[config.mk]
export PLATFORM = sky130hd
export DESIGN_NAME = reg_writeback
export DESIGN_NICKNAME = d
export VERILOG_FILES = /design/src/rtl/reg_wb_pkg.sv /design/src/rtl/wb_fifo.sv /design/src/rtl/reg_writeback.sv
export SDC_FILE = /design/constraint.sdc
export NUM_CORES = 1
export LEC_CHECK = 0
export CAP_MARGIN = 20
export CORE_AREA = 2 2 142 144
export CTS_CLUSTER_SIZE = 28
export DETAILED_ROUTE_END_ITERATION = 10
export DIE_AREA = 0 0 144 146
export SYNTH_ARGS = -nofsm -noshare
export SYNTH_HDL_FRONTEND = slang
export SYNTH_SLANG_ARGS = --single-unit
[constraint.sdc]
create_clock -name clk -period 3.3 [get_ports clk]
set_input_delay 0.66 -clock clk [delete_from_list [all_inputs] [get_ports clk]]
set_output_delay 0.66 -clock clk [all_outputs]
set_load 0.01 [all_outputs]
[src/rtl/reg_wb_pkg.sv]
// rtl/reg_wb_pkg.sv - shared constants and entry type for the register writeback block
package reg_wb_pkg;

    localparam int NUM_REGS  = 8;
    localparam int REG_WIDTH = 16;
    localparam int RW        = $clog2(NUM_REGS);
    localparam int DEPTH     = 4;
    // Counter must hold every reservation that can be outstanding beyond the queue
    localparam int SB_W      = $clog2(DEPTH + 3);

    typedef struct packed {
        logic [RW-1:0]        rd;
        logic [REG_WIDTH-1:0] data;
    } wb_entry_t;

endpackage

[src/rtl/wb_fifo.sv]
// rtl/wb_fifo.sv - in-order circular buffer with two push ports and one pop port
module wb_fifo #(
    parameter int WIDTH = 19,
    parameter int DEPTH = 4,
    localparam int AW   = $clog2(DEPTH),
    localparam int CW   = $clog2(DEPTH + 1)
) (
    input  logic             clk,
    input  logic             rst,
    input  logic             push_a,
    input  logic [WIDTH-1:0] data_a,
    input  logic             push_b,
    input  logic [WIDTH-1:0] data_b,
    input  logic             pop,
    output logic [WIDTH-1:0] head,
    output logic [CW-1:0]    count
);

    logic [WIDTH-1:0] mem [DEPTH];
    logic [AW-1:0]    wr_ptr;
    logic [AW-1:0]    rd_ptr;
    logic [AW-1:0]    slot_b;
    logic [1:0]       n_push;

    // Port b lands behind port a when both push, so a is always older
    always_comb begin
        slot_b = push_a ? wr_ptr + AW'(1) : wr_ptr;
        n_push = {1'b0, push_a} + {1'b0, push_b};
    end

    always_ff @(posedge clk) begin
        if (push_a)
            mem[wr_ptr] <= data_a;
        if (push_b)
            mem[slot_b] <= data_b;
    end

    always_ff @(posedge clk or negedge rst) begin
        if (!rst) begin
            wr_ptr <= '0;
            rd_ptr <= '0;
            count  <= '0;
        end else begin
            wr_ptr <= wr_ptr + AW'(n_push);
            if (pop)
                rd_ptr <= rd_ptr + AW'(1);
            count <= count + CW'(n_push) - CW'(pop);
        end
    end

    assign head = mem[rd_ptr];

endmodule

[src/rtl/reg_writeback.sv]
// rtl/reg_writeback.sv - ALU/load result collector, writeback queue and RAW scoreboard (option: REG_WRITEBACK_BYPASS_EN)
module reg_writeback #(
    parameter int NUM_REGS  = reg_wb_pkg::NUM_REGS,
    parameter int REG_WIDTH = reg_wb_pkg::REG_WIDTH,
    parameter int DEPTH     = reg_wb_pkg::DEPTH,
    localparam int RW       = $clog2(NUM_REGS)
) (
    input  logic                 clk,
    input  logic                 rst,
    input  logic                 alu_valid,
    output logic                 alu_ready,
    input  logic [RW-1:0]        alu_rd,
    input  logic [REG_WIDTH-1:0] alu_data,
    input  logic                 mem_valid,
    output logic                 mem_ready,
    input  logic [RW-1:0]        mem_rd,
    input  logic [REG_WIDTH-1:0] mem_data,
    input  logic                 issue_valid,
    input  logic [RW-1:0]        issue_rd,
    output logic                 issue_ready,
    input  logic [RW-1:0]        rs_q,
    input  logic [RW-1:0]        rt_q,
    output logic                 rs_busy,
    output logic                 rt_busy,
    output logic                 wb_write_en,
    output logic [RW-1:0]        wb_rd,
    output logic [REG_WIDTH-1:0] wb_data
);

    localparam int CW   = $clog2(DEPTH + 1);
    localparam int EW   = RW + REG_WIDTH;
    localparam int SB_W = $clog2(DEPTH + 3);
    localparam logic [SB_W-1:0] SB_MAX = '1;

    logic [CW-1:0] count;
    logic [CW-1:0] free;
    logic [EW-1:0] head;
    logic          fifo_empty;
    logic          alu_en;
    logic          mem_en;
    logic          byp_alu;
    logic          byp_mem;
    logic          push_a;
    logic          push_b;
    logic          pop;
    logic          sb_inc;

    logic [SB_W-1:0] sb [NUM_REGS];

    always_comb begin
        free       = CW'(DEPTH) - count;
        fifo_empty = (count == '0);
        alu_ready  = (free != '0);
        mem_ready  = (free >= CW'(2)) || ((free == CW'(1)) && !alu_valid);
        // r0 results complete the handshake but never occupy a slot
        alu_en     = alu_valid && alu_ready && (alu_rd != '0);
        mem_en     = mem_valid && mem_ready && (mem_rd != '0);
        pop        = !fifo_empty;
    end

`ifdef REG_WRITEBACK_BYPASS_EN
    // Only an empty queue may be skipped, otherwise older writes would be overtaken
    assign byp_alu = fifo_empty && alu_en;
    assign byp_mem = fifo_empty && !alu_en && mem_en;
`else
    assign byp_alu = 1'b0;
    assign byp_mem = 1'b0;
`endif

    assign push_a = alu_en && !byp_alu;
    assign push_b = mem_en && !byp_mem;

    wb_fifo #(
        .WIDTH (EW),
        .DEPTH (DEPTH)
    ) u_fifo (
        .clk    (clk),
        .rst    (rst),
        .push_a (push_a),
        .data_a ({alu_rd, alu_data}),
        .push_b (push_b),
        .data_b ({mem_rd, mem_data}),
        .pop    (pop),
        .head   (head),
        .count  (count)
    );

    always_ff @(posedge clk or negedge rst) begin
        if (!rst) begin
            wb_write_en <= 1'b0;
            wb_rd       <= '0;
            wb_data     <= '0;
        end else if (pop) begin
            wb_write_en <= 1'b1;
            {wb_rd, wb_data} <= head;
        end else if (byp_alu) begin
            wb_write_en <= 1'b1;
            wb_rd       <= alu_rd;
            wb_data     <= alu_data;
        end else if (byp_mem) begin
            wb_write_en <= 1'b1;
            wb_rd       <= mem_rd;
            wb_data     <= mem_data;
        end else begin
            wb_write_en <= 1'b0;
        end
    end

    assign issue_ready = (sb[issue_rd] != SB_MAX);
    assign sb_inc      = issue_valid && issue_ready && (issue_rd != '0);

    // Retirement is the edge at which the register file captures wb_*
    always_ff @(posedge clk or negedge rst) begin
        if (!rst) begin
            for (int i = 0; i < NUM_REGS; i++)
                sb[i] <= '0;
        end else begin
            for (int i = 0; i < NUM_REGS; i++) begin
                if (sb_inc && (issue_rd == RW'(i)) &&
                    !(wb_write_en && (wb_rd == RW'(i)) && (sb[i] != '0)))
                    sb[i] <= sb[i] + SB_W'(1);
                else if (!(sb_inc && (issue_rd == RW'(i))) &&
                         wb_write_en && (wb_rd == RW'(i)) && (sb[i] != '0))
                    sb[i] <= sb[i] - SB_W'(1);
            end
        end
    end

    assign rs_busy = (rs_q != '0) && (sb[rs_q] != '0);
    assign rt_busy = (rt_q != '0) && (sb[rt_q] != '0);

endmodule
==> summary.md, run 1 <==
| Metric | Value |
|---|---|
| DPL Wire Length | `11400 um` |
| Commonest non-fill, non-tap cell in the layout | `edfxtp_1` |
| WL/cell | `roughly 18 um` |
| Routed vias/inst | `roughly 5.0` |
| Final Hold Viols | `0` |
| Layout cells sized above 1 | `0.249` |
| Adder-cell share of the synthesized area | `0.0506` |
| Outcome | `finished clean` |
| Post-synthesis compound-gate area fraction | `0.0414` |
| P per Cell Area | `around 920 nW/um^2` |
| Filler cell count | `~1700` |
| Rows | `51` |
| Htree depth | `4` |
| CTS tree | `yes` |
| Die height | `146 um` |
| GRT Overall Usage | `0.159` |
| Vias | `between 4000 and 5000` |
| Nature of the critical path startpoint | `primary input` |
| Syn Area/Cell | `about 14 um^2` |
| Hold Crit Class | `primary input to asynchronous set/reset pin` |
| Min Tclk post-route | `between 3 and 4 ns` |
| Worst-Skew Late Latency | `0.42 ns` |
| Fin crit share | `0.936` |
| ANT cells | `0` |
| Setup Fix Bufs, Post-CTS | `0` |
| CTS sink cnt | `between 100 and 150` |
| Clock slew at reported path FFs | `around 0.05 ns` |
| Largest net degree at the start of global routing | `25` |
| Cts hold-fix bufs | `0` |
| Endpoint class of the critical path | `output port` |
| Stages on worst setup path | `4` |
| Mapped Cells | `between 500 and 600` |
| Seq cells post-synth | `127` |
| Global-route wire length before repair | `between 20000 and 30000 um` |
| Worst Tran Pin Value | `about 1.0 ns` |
| Ys async rst share | `0.402` |
| Design area | `roughly 8900 um^2` |
| Simple-gate share of the synthesized area | `0.103` |
| Syn nets | `slightly below 600` |
| Yosys Warn Count | `0` |
| Lkg Pwr | `0.00356 uW` |
| Fin Hold WS | `0.275 ns` |
| Post-synthesis to final-layout area growth | `25.2%` |
| Worst-case clock buffer depth | `2` |
| Top Family by Delay on Critical Path | `buffers and inverters` |
| Placeable Area | `about 19000 um^2` |
| Slew HR | `0.320` |
| Ys flop type | `edfxtp_1` |
| Buffers & Inverters on Critical Path | `2` |
| Clock root buffer | `clkbuf_16` |
| Critical path's slowest cell | `clkdlybuf4s50_1` |
| CP required | `roughly 2.6 ns` |
| Largest family of logic cells by synthesized area | `multiplexers` |
| Total CTS buffers | `17` |
| Mux cell area share after synthesis | `0.240` |
| Final setup violation count | `0` |
| Commonest non-fill, non-tap cells in the layout | `edfxtp_1 (76), clkdlybuf4s50_1 (74), nand2_1 (68)` |
| Setup_tns | `0 ns` |
| Total die area | `between 20000 and 25000 um^2` |
| Post-DP Area | `roughly 8300 um^2` |
| Cells along the critical path | `clkdlybuf4s50_1 > mux4_2 > a21oi_1 > clkdlybuf4s50_1` |
| DRT Pass-1 Iters | `4` |
| Number of flops mapped to enable cells by yosys | `76` |
| Final ANT Viol Nets | `0` |
| I/O pins | `77` |
| Layout Nets | `just under 700` |
| Synthesized cell area | `7130 um^2` |
| Seq/Total Area, Yosys | `0.499` |
| Initial antenna violation count | `0` |
| Max-Cap Viols | `0` |
| Worst-path maximum fanout | `3` |
| Vias in the first global route | `4917` |
| Clk_skew | `0.0209 ns` |
| XOR/XNOR Fraction of Synth Area | `0.0355` |
| Final slew viol count | `0` |
| Die X | `~140 um` |
| DR iter-0 viols | `a little over 200` |
| GRT Residual Overflow | `0` |
| WL final | `between 15000 and 20000 um` |
| RSZ-0062 raised after global routing | `no` |
| Peak Freq | `324 MHz` |
| Initial core utilization | `0.369` |
| Total chip power | `approximately 8000 uW` |
| # DRC | `0` |
| Critical path class | `primary input to output port` |
| RD Place Congestion | `0.841` |
| Critical path arrival | `2.43 ns` |
| Worst reg2reg path depth | `6` |
| Buffers on Ports | `76` |
| Max rail drop VDD | `0.506 mV` |
| Most common cell on crit path | `clkdlybuf4s50_1` |
| Crit-path max cell delay | `~0.55 ns` |
| Yosys cell types | `58` |
-- report_power, final --
| part | internal (uW) | switching [uW] | total, uW |
|---|---|---|---|
| clock network | 1130 | 700 | 1830 |
| logic | 1760 | 1590 | 3360 |
| registers | 2480 | 508 | 2990 |
| total | 5380 | 2800 | 8180 |
-- worst paths after layout --
path	slack, ns	to	start
min in group clk	0.47	wb_data[8]	wb_data[8]
setup reg to reg	0.48	u_fifo.mem[1][13]	u_fifo.wr_ptr[0]
hold reg to reg	0.47	wb_data[8]	wb_data[8]
setup / recovery	0.21	rt_busy	rt_q[2]
max in group asynchronous	2.34	wb_data[12]	rst
hold / removal	0.27	sb[0]	rst
-- kinds of logic after synthesis --
kind of cell / after synthesis
mux: 112
buf+inv: 37
xor+xnor: 28
flops: 127
compound gates: 38
fa+ha+maj: 24
simple gates: 138
-- worst reg2reg max path, stage by stage, from the launching register on --
cell and delay, ns:
dfrtp_1 0.55, inv_1 0.17, ha_1 0.38, or4_4 0.57
a21boi_4 0.34, buf_4 0.25, mux2_4 0.31
-- synth_stat cells (all sizes together) (9+ instances only) --
library cell,n,share of area
mux2,82,0.16
edfxtp,76,0.32
nand2,68,0.036
dfrtp,51,0.18
mux4,22,0.070
xnor2,19,0.024
inv,17,0.0090
nor3,17,0.014
ha,16,0.028
buf,13,0.017
nand2b,12,0.013
xor2,9,0.011
-- sequential cells by signal, summed over array words and instances, names as in the netlist --
name and flops:
u_fifo.mem 76, sb 24, wb_data 16, u_fifo.count 3, wb_rd 3, u_fifo.rd_ptr 2, u_fifo.wr_ptr 2, wb_write_en 1
-- area by class of cell --
class	instances	area [um^2]	area share
well taps	265	332	0.0372
inverters	17	63.8	0.00715
clock buffers	19	443	0.0497
multi-input cells	340	3360	0.377
repair buffers	103	1020	0.115
clock inverters	13	140	0.0157
flip-flops and latches	127	3560	0.399
-- timing repair --
item,4_1_cts,5_1_grt
setup endpoints to repair,0,1
hold endpoints to repair,0,0
gates resized for setup,0,1
-- stage by stage --
step           utilization  worst slack [ns]  instances
2_1_floorplan            -             0.590        504
3_3_place_gp         0.431             0.114        852
3_5_place_dp         0.431            0.0410        852
4_1_cts              0.461            0.0402        884
5_1_grt              0.461            0.0436        884
6_report             0.461             0.211        884
-- metal layers --
metal  global-route usage  vias up  part of all wire
met5                    0        -                 0
met4               0.0515        0             0.012
met3               0.0395        9             0.037
met2                0.284       84              0.54
met1                0.186     2287              0.42
li1                     -     2080                 -
(Power assumes the default switching activity.)
==> run 2, diff against run 1 <==
SKIP_CTS_REPAIR_TIMING = 1   (was unset)
clock period = 3.9 ns   (was 3.3 ns; I/O delays follow)
==> run 2 against run 1 <==
Via count shrank 1.1%. Largest cell class unchanged. First-iteration DRC count grew 23%. Die area is the same. Non-clock buffer count shrank 9.
==> summary.md, run 2 (synthesis results as in run 1) <==
| Metric | Value |
|---|---|
| Outcome | `finished clean` |
| GRT Overall Usage | `0.156 (-0.00369)` |
| Peak Freq | `between 200 and 300 MHz` |
| Clock root buffer | `clkbuf_16` |
| Critical path's slowest cell | `clkdlybuf4s50_1` |
| Worst-path maximum fanout | `10 (+7)` |
| Initial antenna violation count | `0 (unchanged)` |
| Final setup violation count | `0 (unchanged)` |
| Fin cells | `875 (-1.0%)` |
| Max rail drop VDD | `0.377 mV (-25%)` |
| ANT cells | `0 (unchanged)` |
| Routed met2 length | `8040 um (-4.3%)` |
| Buffers & Inverters on Critical Path | `2 (unchanged)` |
| I/O pins | `77 (unchanged)` |
| Layout Nets | `673 (-1.3%)` |
| Filler cell count | `1722 (-0.86%)` |
| Critical path class | `primary input to output port` |
| Total die area | `21000 um^2 (unchanged)` |
| Layout cells sized above 1 | `0.238 (-0.0111)` |
| Nature of the critical path startpoint | `primary input` |
| Die height | `146 um (unchanged)` |
| Highest Signal Layer | `met4` |
| Placeable Area | `19300 um^2 (unchanged)` |
| Buffers on Ports | `76 (unchanged)` |
| Post-synthesis to final-layout area growth | `23.7%` |
| Critical path arrival | `2.72 ns (+0.29 ns)` |
| Initial core utilization | `0.369 (unchanged)` |
| CTS sink cnt | `127 (unchanged)` |
| Worst Tran Pin Value | `0.992 ns (-0.0280 ns)` |
| P per Cell Area | `781 nW/um^2 (-15%)` |
| Die X | `144 um (unchanged)` |
| Min Tclk post-route | `3.50 ns` |
| DPL Wire Length | `10900 um (-4.3%)` |
| Hold path start | `wb_data[3]` |
| Biggest regs | `u_fifo.mem (76), sb (24), wb_data (16)` |
| Clock slew at reported path FFs | `0.06 ns (about the same)` |
| Routed vias/inst | `5.04 (about the same)` |
| Clk_skew | `0.0109 ns (-0.00995 ns)` |
| Hold EP | `wb_data[3]` |
| Reg2reg start | `u_fifo.wr_ptr[0]` |
| Vias in the first global route | `4716 (-4.1%)` |
| Final ANT Viol Nets | `0 (unchanged)` |
| Rows | `51 (unchanged)` |
| Total CTS buffers | `17 (unchanged)` |
| Largest net degree at the start of global routing | `52 (+110%)` |
| Hold Crit Class | `register to register` |
| Lkg Pwr | `0.00348 uW (-2.1%)` |
| Global-route wire length before repair | `24800 um (-2.5%)` |
| Worst-case clock buffer depth | `2 (unchanged)` |
| Most common cell on crit path | `clkdlybuf4s50_1` |
| DRT Pass-1 Iters | `4 (unchanged)` |
| Final slew viol count | `0 (unchanged)` |
| Max reg flops | `76 (unchanged)` |
| Top Family by Delay on Critical Path | `buffers and inverters` |
| Commonest non-fill, non-tap cells in the layout | `edfxtp_1 (76), clkdlybuf4s50_1 (75), nand2_1 (68)` |
| Final Hold Viols | `0 (unchanged)` |
| Vias | `4411 (-1.1%)` |
| DR iter-0 viols | `249 (+23%)` |
| Inst Count DP | `843 (-1.1%)` |
| R2r endpoint | `u_fifo.mem[1][15]` |
| CTS tree | `yes` |
| Largest reg by FF count | `u_fifo.mem` |
| Hold path depth | `2` |
| Worst-Skew Late Latency | `0.42 ns (about the same)` |
| RD Place Congestion | `0.807 (-4.0%)` |
| GRT Residual Overflow | `0 (unchanged)` |
| Setup_tns | `0 ns (unchanged)` |
| RSZ-0062 raised after global routing | `no` |
| Cells along the critical path | `clkdlybuf4s50_1 > mux4_2 > a21boi_1 > clkdlybuf4s50_1` |
| Crit-path max cell delay | `0.69 ns (+0.14 ns)` |
| Slew HR | `0.339 (+0.0187)` |
| Met3 routed WL | `640 um (+11%)` |
| Endpoint class of the critical path | `output port` |
| Crit path from | `issue_rd[1]` |
| # DRC | `0 (unchanged)` |
| CP required | `3.12 ns (+0.48 ns)` |
| Commonest non-fill, non-tap cell in the layout | `edfxtp_1` |
| Max-Cap Viols | `0 (unchanged)` |
| R2R Setup Slk | `1.01 ns (+0.53 ns)` |
| Worst reg2reg path depth | `6 (unchanged)` |
| WL/cell | `17.7 um (-0.40%)` |
| Met1 WL | `6570 um (+1.0%)` |
| Fin crit share | `0.899` |
| WL final | `15500 um (-1.4%)` |
| Htree depth | `4 (unchanged)` |
## run 2: through the flow
stage | util | setup WS (ns) | instance area [um^2] | hold WS, ns | total power, uW
6_report | 0.456 | 0.396 | 8810 | 0.472 | 6880
3_3_place_gp | 0.426 | 0.414 | 8230 | 0.455 | 5270
5_1_grt | 0.456 | 0.289 | 8810 | 0.488 | 7330
2_1_floorplan | - | 1.19 | 7130 | 0.446 | 4380
3_5_place_dp | 0.426 | 0.394 | 8230 | 0.460 | 5390
4_1_cts | 0.456 | 0.386 | 8810 | 0.472 | 6980
## run 2: power breakdown
part | switching, uW | internal, uW
logic | 1350 | 1450
registers | 415 | 2100
clock network | 622 | 947
total | 2380 | 4500
## run 2: layout make-up
class | instances | area, um^2 | area share
inverters | 17 | 63.8 | 0.00724
well taps | 265 | 332 | 0.0376
repair buffers | 94 | 916 | 0.104
clock inverters | 15 | 159 | 0.0180
clock buffers | 17 | 425 | 0.0483
flip-flops and latches | 127 | 3560 | 0.404
multi-input cells | 340 | 3360 | 0.381
## run 2: how the worst max path moves through the flow
stage,to,depth (start not counted)
2_1_floorplan,u_fifo.mem[1][0],6
3_3_place_gp,issue_ready,4
3_5_place_dp,issue_ready,4
4_1_cts,issue_ready,4
5_1_grt,issue_ready,4
6_report,issue_ready,4
## run 2: worst reg2reg max path: stages (launching register included)
cell and delay [ns]:
dfrtp_1 0.56, inv_1 0.17, ha_1 0.38, or4_4 0.56, a21boi_4 0.35, buf_4 0.29
mux2_4 0.32
## run 2: layer usage
| layer | global-route usage | vias up |
|---|---|---|
| li1 | - | 2062 |
| met1 | 0.184 | 2232 |
| met2 | 0.275 | 100 |
| met3 | 0.0388 | 17 |
| met4 | 0.0500 | 0 |
| met5 | 0 | - |
==> run 3, diff against run 2 <==
CORE_AREA = 2 2 139 141   (was 2 2 142 144)
DIE_AREA = 0 0 141 143   (was 0 0 144 146)
SYNTH_HIERARCHICAL = 1   (was unset)
==> run 3 against run 2 <==
Routed wire length is 0.44% higher. Setup slack better by 0.045 ns. Via count is 4.8% lower. Die area is 4.1% lower. Largest power group unchanged. Largest cell class unchanged. Maximum frequency is 1.3% higher. Sequential power hardly changed. Critical path depth is 2 higher. Global-route usage is 0.89 points higher. Synthesized cell count is 8.3% lower. Final area is 3.6% lower. Sequential share of layout area is 1.5 points higher. Synthesized area is 4.9% lower.
==> summary.md, run 3 <==
| Metric | Value |
|---|---|
| Slew HR | `0.253 (-0.0857)` |
| Initial core utilization | `0.365 (-0.00382)` |
| Clock root buffer | `clkbuf_16` |
| Outcome | `finished clean` |
| Setup_tns | `0 ns (unchanged)` |
| Reg2reg start | `u_fifo/count[0]` |
| Seq cells post-synth | `127 (unchanged)` |
| Commonest non-fill, non-tap cell in the layout | `edfxtp_1` |
| Clk_skew | `0.0154 ns (+0.00446 ns)` |
| Routed vias/inst | `5.22 (+3.6%)` |
| RSZ-0062 raised after global routing | `no` |
| Final setup violation count | `0 (unchanged)` |
| Total CTS buffers | `17 (unchanged)` |
| DRT Pass-1 Iters | `4 (unchanged)` |
| Cells along the critical path | `clkdlybuf4s50_1 > nand4b_1 > nor2_1 > a311oi_1 > and4b_1 > clkdlybuf4s50_1` |
| Worst-Skew Late Latency | `0.42 ns (about the same)` |
| Max reg flops | `76 (unchanged)` |
| Critical path's slowest cell | `clkdlybuf4s50_1` |
| GRT met1 Usage | `0.197 (+0.0131)` |
| CTS tree | `yes` |
| Finished Core Util | `0.457 (+0.00140)` |
| DR iter-0 viols | `197 (-21%)` |
| Hold path depth | `1 (-1)` |
| Htree depth | `4 (unchanged)` |
| Layout Nets | `631 (-6.2%)` |
| WL final | `15500 um (+0.44%)` |
| ANT cells | `0 (unchanged)` |
| Crit-path max cell delay | `0.65 ns (-0.04 ns)` |
| Syn Area/Cell | `14.7 um^2 (+3.7%)` |
| Biggest regs | `u_fifo/mem (76), sb (24), wb_data (16)` |
| Yosys Warn Count | `6 (+6)` |
| GRT Residual Overflow | `0 (unchanged)` |
| Buffers & Inverters on Critical Path | `2 (unchanged)` |
| Synth top cells by count | `edfxtp_1 (76), mux2_1 (72), dfrtp_1 (51), mux2_2 (29), mux4_2 (21)` |
| Vias | `4200 (-4.8%)` |
| Commonest non-fill, non-tap cells in the layout | `edfxtp_1 (76), clkdlybuf4s50_1 (75), mux2_1 (72)` |
| Worst-path maximum fanout | `9 (-1)` |
| R2R Setup Slk | `0.85 ns (-0.16 ns)` |
| Critical path arrival | `2.68 ns (-0.04 ns)` |
| I/O pins | `77 (unchanged)` |
| Peak Freq | `289 MHz (+1.3%)` |
| Final ANT Viol Nets | `0 (unchanged)` |
| Design area | `8490 um^2 (-3.6%)` |
| Worst-case clock buffer depth | `2 (unchanged)` |
| Layout cells sized above 1 | `0.191 (-0.0465)` |
| Initial antenna violation count | `1 (+1)` |
| Lkg Pwr | `0.00310 uW (-11%)` |
| Hold Crit Class | `register to register` |
| Nature of the critical path startpoint | `primary input` |
| Seq/Total Area, Yosys | `0.525 (+0.0257)` |
| Post-DP Area | `7890 um^2 (-4.2%)` |
| DPL Wire Length | `10500 um (-3.7%)` |
| Mapped Cells | `462 (-8.3%)` |
| Syn nets | `536 (-7.6%)` |
| Share of the synthesized area in the top cell type | `0.337 (+0.0165)` |
| Buffers on Ports | `76 (unchanged)` |
| Die X | `141 um (-2.1%)` |
| Most common cell on crit path | `clkdlybuf4s50_1` |
| Post-synthesis to final-layout area growth | `25.4%` |
| Max rail drop VDD | `0.407 mV (+7.7%)` |
| Inst Count DP | `772 (-8.4%)` |
| Clock slew at reported path FFs | `0.06 ns (about the same)` |
| CTS sink cnt | `127 (unchanged)` |
| Top cells by area, synth | `edfxtp_1 (34%), dfrtp_1 (19%), mux2_1 (12%), mux4_2 (7.0%), mux2_2 (4.8%)` |
| Yosys cell types | `46 (-21%)` |
| RD Place Congestion | `0.801 (-0.79%)` |
| Largest net degree at the start of global routing | `37 (-29%)` |
| Final Hold Viols | `0 (unchanged)` |
| Critical path class | `primary input to output port` |
| Crit path from | `issue_rd[1]` |
| Total die area | `20200 um^2 (-4.1%)` |
| Ys async rst share | `0.402 (unchanged)` |
| Biggest area consumer among synthesized cells | `edfxtp_1` |
| Endpoint class of the critical path | `output port` |
| Max-Cap Viols | `0 (unchanged)` |
| Ys flop type | `edfxtp_1` |
| P per Cell Area | `805 nW/um^2 (+3.1%)` |
| # DRC | `0 (unchanged)` |
| Number of flops mapped to enable cells by yosys | `76 (unchanged)` |
| Cell with the most instances after synthesis | `edfxtp_1` |
| Fin cells | `804 (-8.1%)` |
| CP required | `3.12 ns (about the same)` |
| GR Util met3 | `0.0386 (-0.000264)` |
| GR Util met2 | `0.290 (+0.0151)` |
| Largest reg by FF count | `u_fifo/mem` |
| Die height | `143 um (-2.1%)` |
| Min Tclk post-route | `3.46 ns (-0.0445 ns)` |
| Top Family by Delay on Critical Path | `buffers and inverters` |
| Worst Setup EP | `issue_ready` |
| Stages on worst setup path | `6 (+2)` |
| Worst Tran Pin Value | `1.12 ns (+0.129 ns)` |
| Fin Hold WS | `0.495 ns (+0.0231 ns)` |
| Vias in the first global route | `4585 (-2.8%)` |
| Most Used Layer, Global Route | `met2` |
| Placeable Area | `18600 um^2 (-3.9%)` |
| GRT Overall Usage | `0.164 (+0.00894)` |
| WL/cell | `19.3 um (+9.3%)` |
| Synthesized cell area | `6780 um^2 (-4.9%)` |
| Worst reg2reg path depth | `11 (+5)` |
| R2r endpoint | `u_fifo/count[2]` |
| Rows | `50 (-2.0%)` |
| Global-route wire length before repair | `24900 um (+0.64%)` |
| Final slew viol count | `0 (unchanged)` |
| Fin crit share | `0.887 (-0.0114)` |
| Filler cell count | `1655 (-3.9%)` |
## run 3: final cells by class
| cell class | instances | area (um^2) | area share |
|---|---|---|---|
| sequential | 127 | 3560 | 0.419 |
| multi-input combinational | 304 | 3090 | 0.363 |
| timing repair buffer | 93 | 896 | 0.105 |
| clock buffer | 19 | 433 | 0.0510 |
| tap | 234 | 293 | 0.0345 |
| clock inverter | 13 | 175 | 0.0206 |
| inverter | 14 | 52.6 | 0.00619 |
## run 3: where the power goes
part	internal (uW)	switching, uW	total (uW)
clock	1020	635	1660
sequential	2110	421	2530
combinational	1390	1260	2650
total	4520	2320	6840
## run 3: layer usage
metal  share of wire  wire (um)  vias to the layer above
met4           0.019        298                        0
met2            0.51       7930                       86
li1                -          -                     1938
met1            0.43       6700                     2153
met5               0          0                        -
met3           0.038        586                       23
## run 3: logic make-up after synthesis
family / Yosys count / synth area share
flops: 127 / 0.525
mux: 130 / 0.250
buf+inv: 31 / 0.0238
fa+ha+maj: 22 / 0.0495
compound gates: 25 / 0.0255
xor+xnor: 31 / 0.0401
simple gates: 96 / 0.0859
## run 3: worst min path at each step
stage                     startpoint      to  slack [ns]
after floorplan               sb[14]  sb[14]        0.45
after global placement        sb[14]  sb[14]        0.48
after detailed placement      sb[14]  sb[14]        0.48
after CTS                     sb[14]  sb[14]        0.50
after global routing           sb[8]   sb[8]        0.51
final                         sb[14]  sb[14]        0.49
## run 3: metrics by stage
step / worst slack [ns] / power, uW
after detailed placement: 0.408 / 5250
after global placement: 0.515 / 5150
after floorplan: 1.16 / 4200
after global routing: 0.379 / 7260
final: 0.440 / 6840
after CTS: 0.439 / 6940
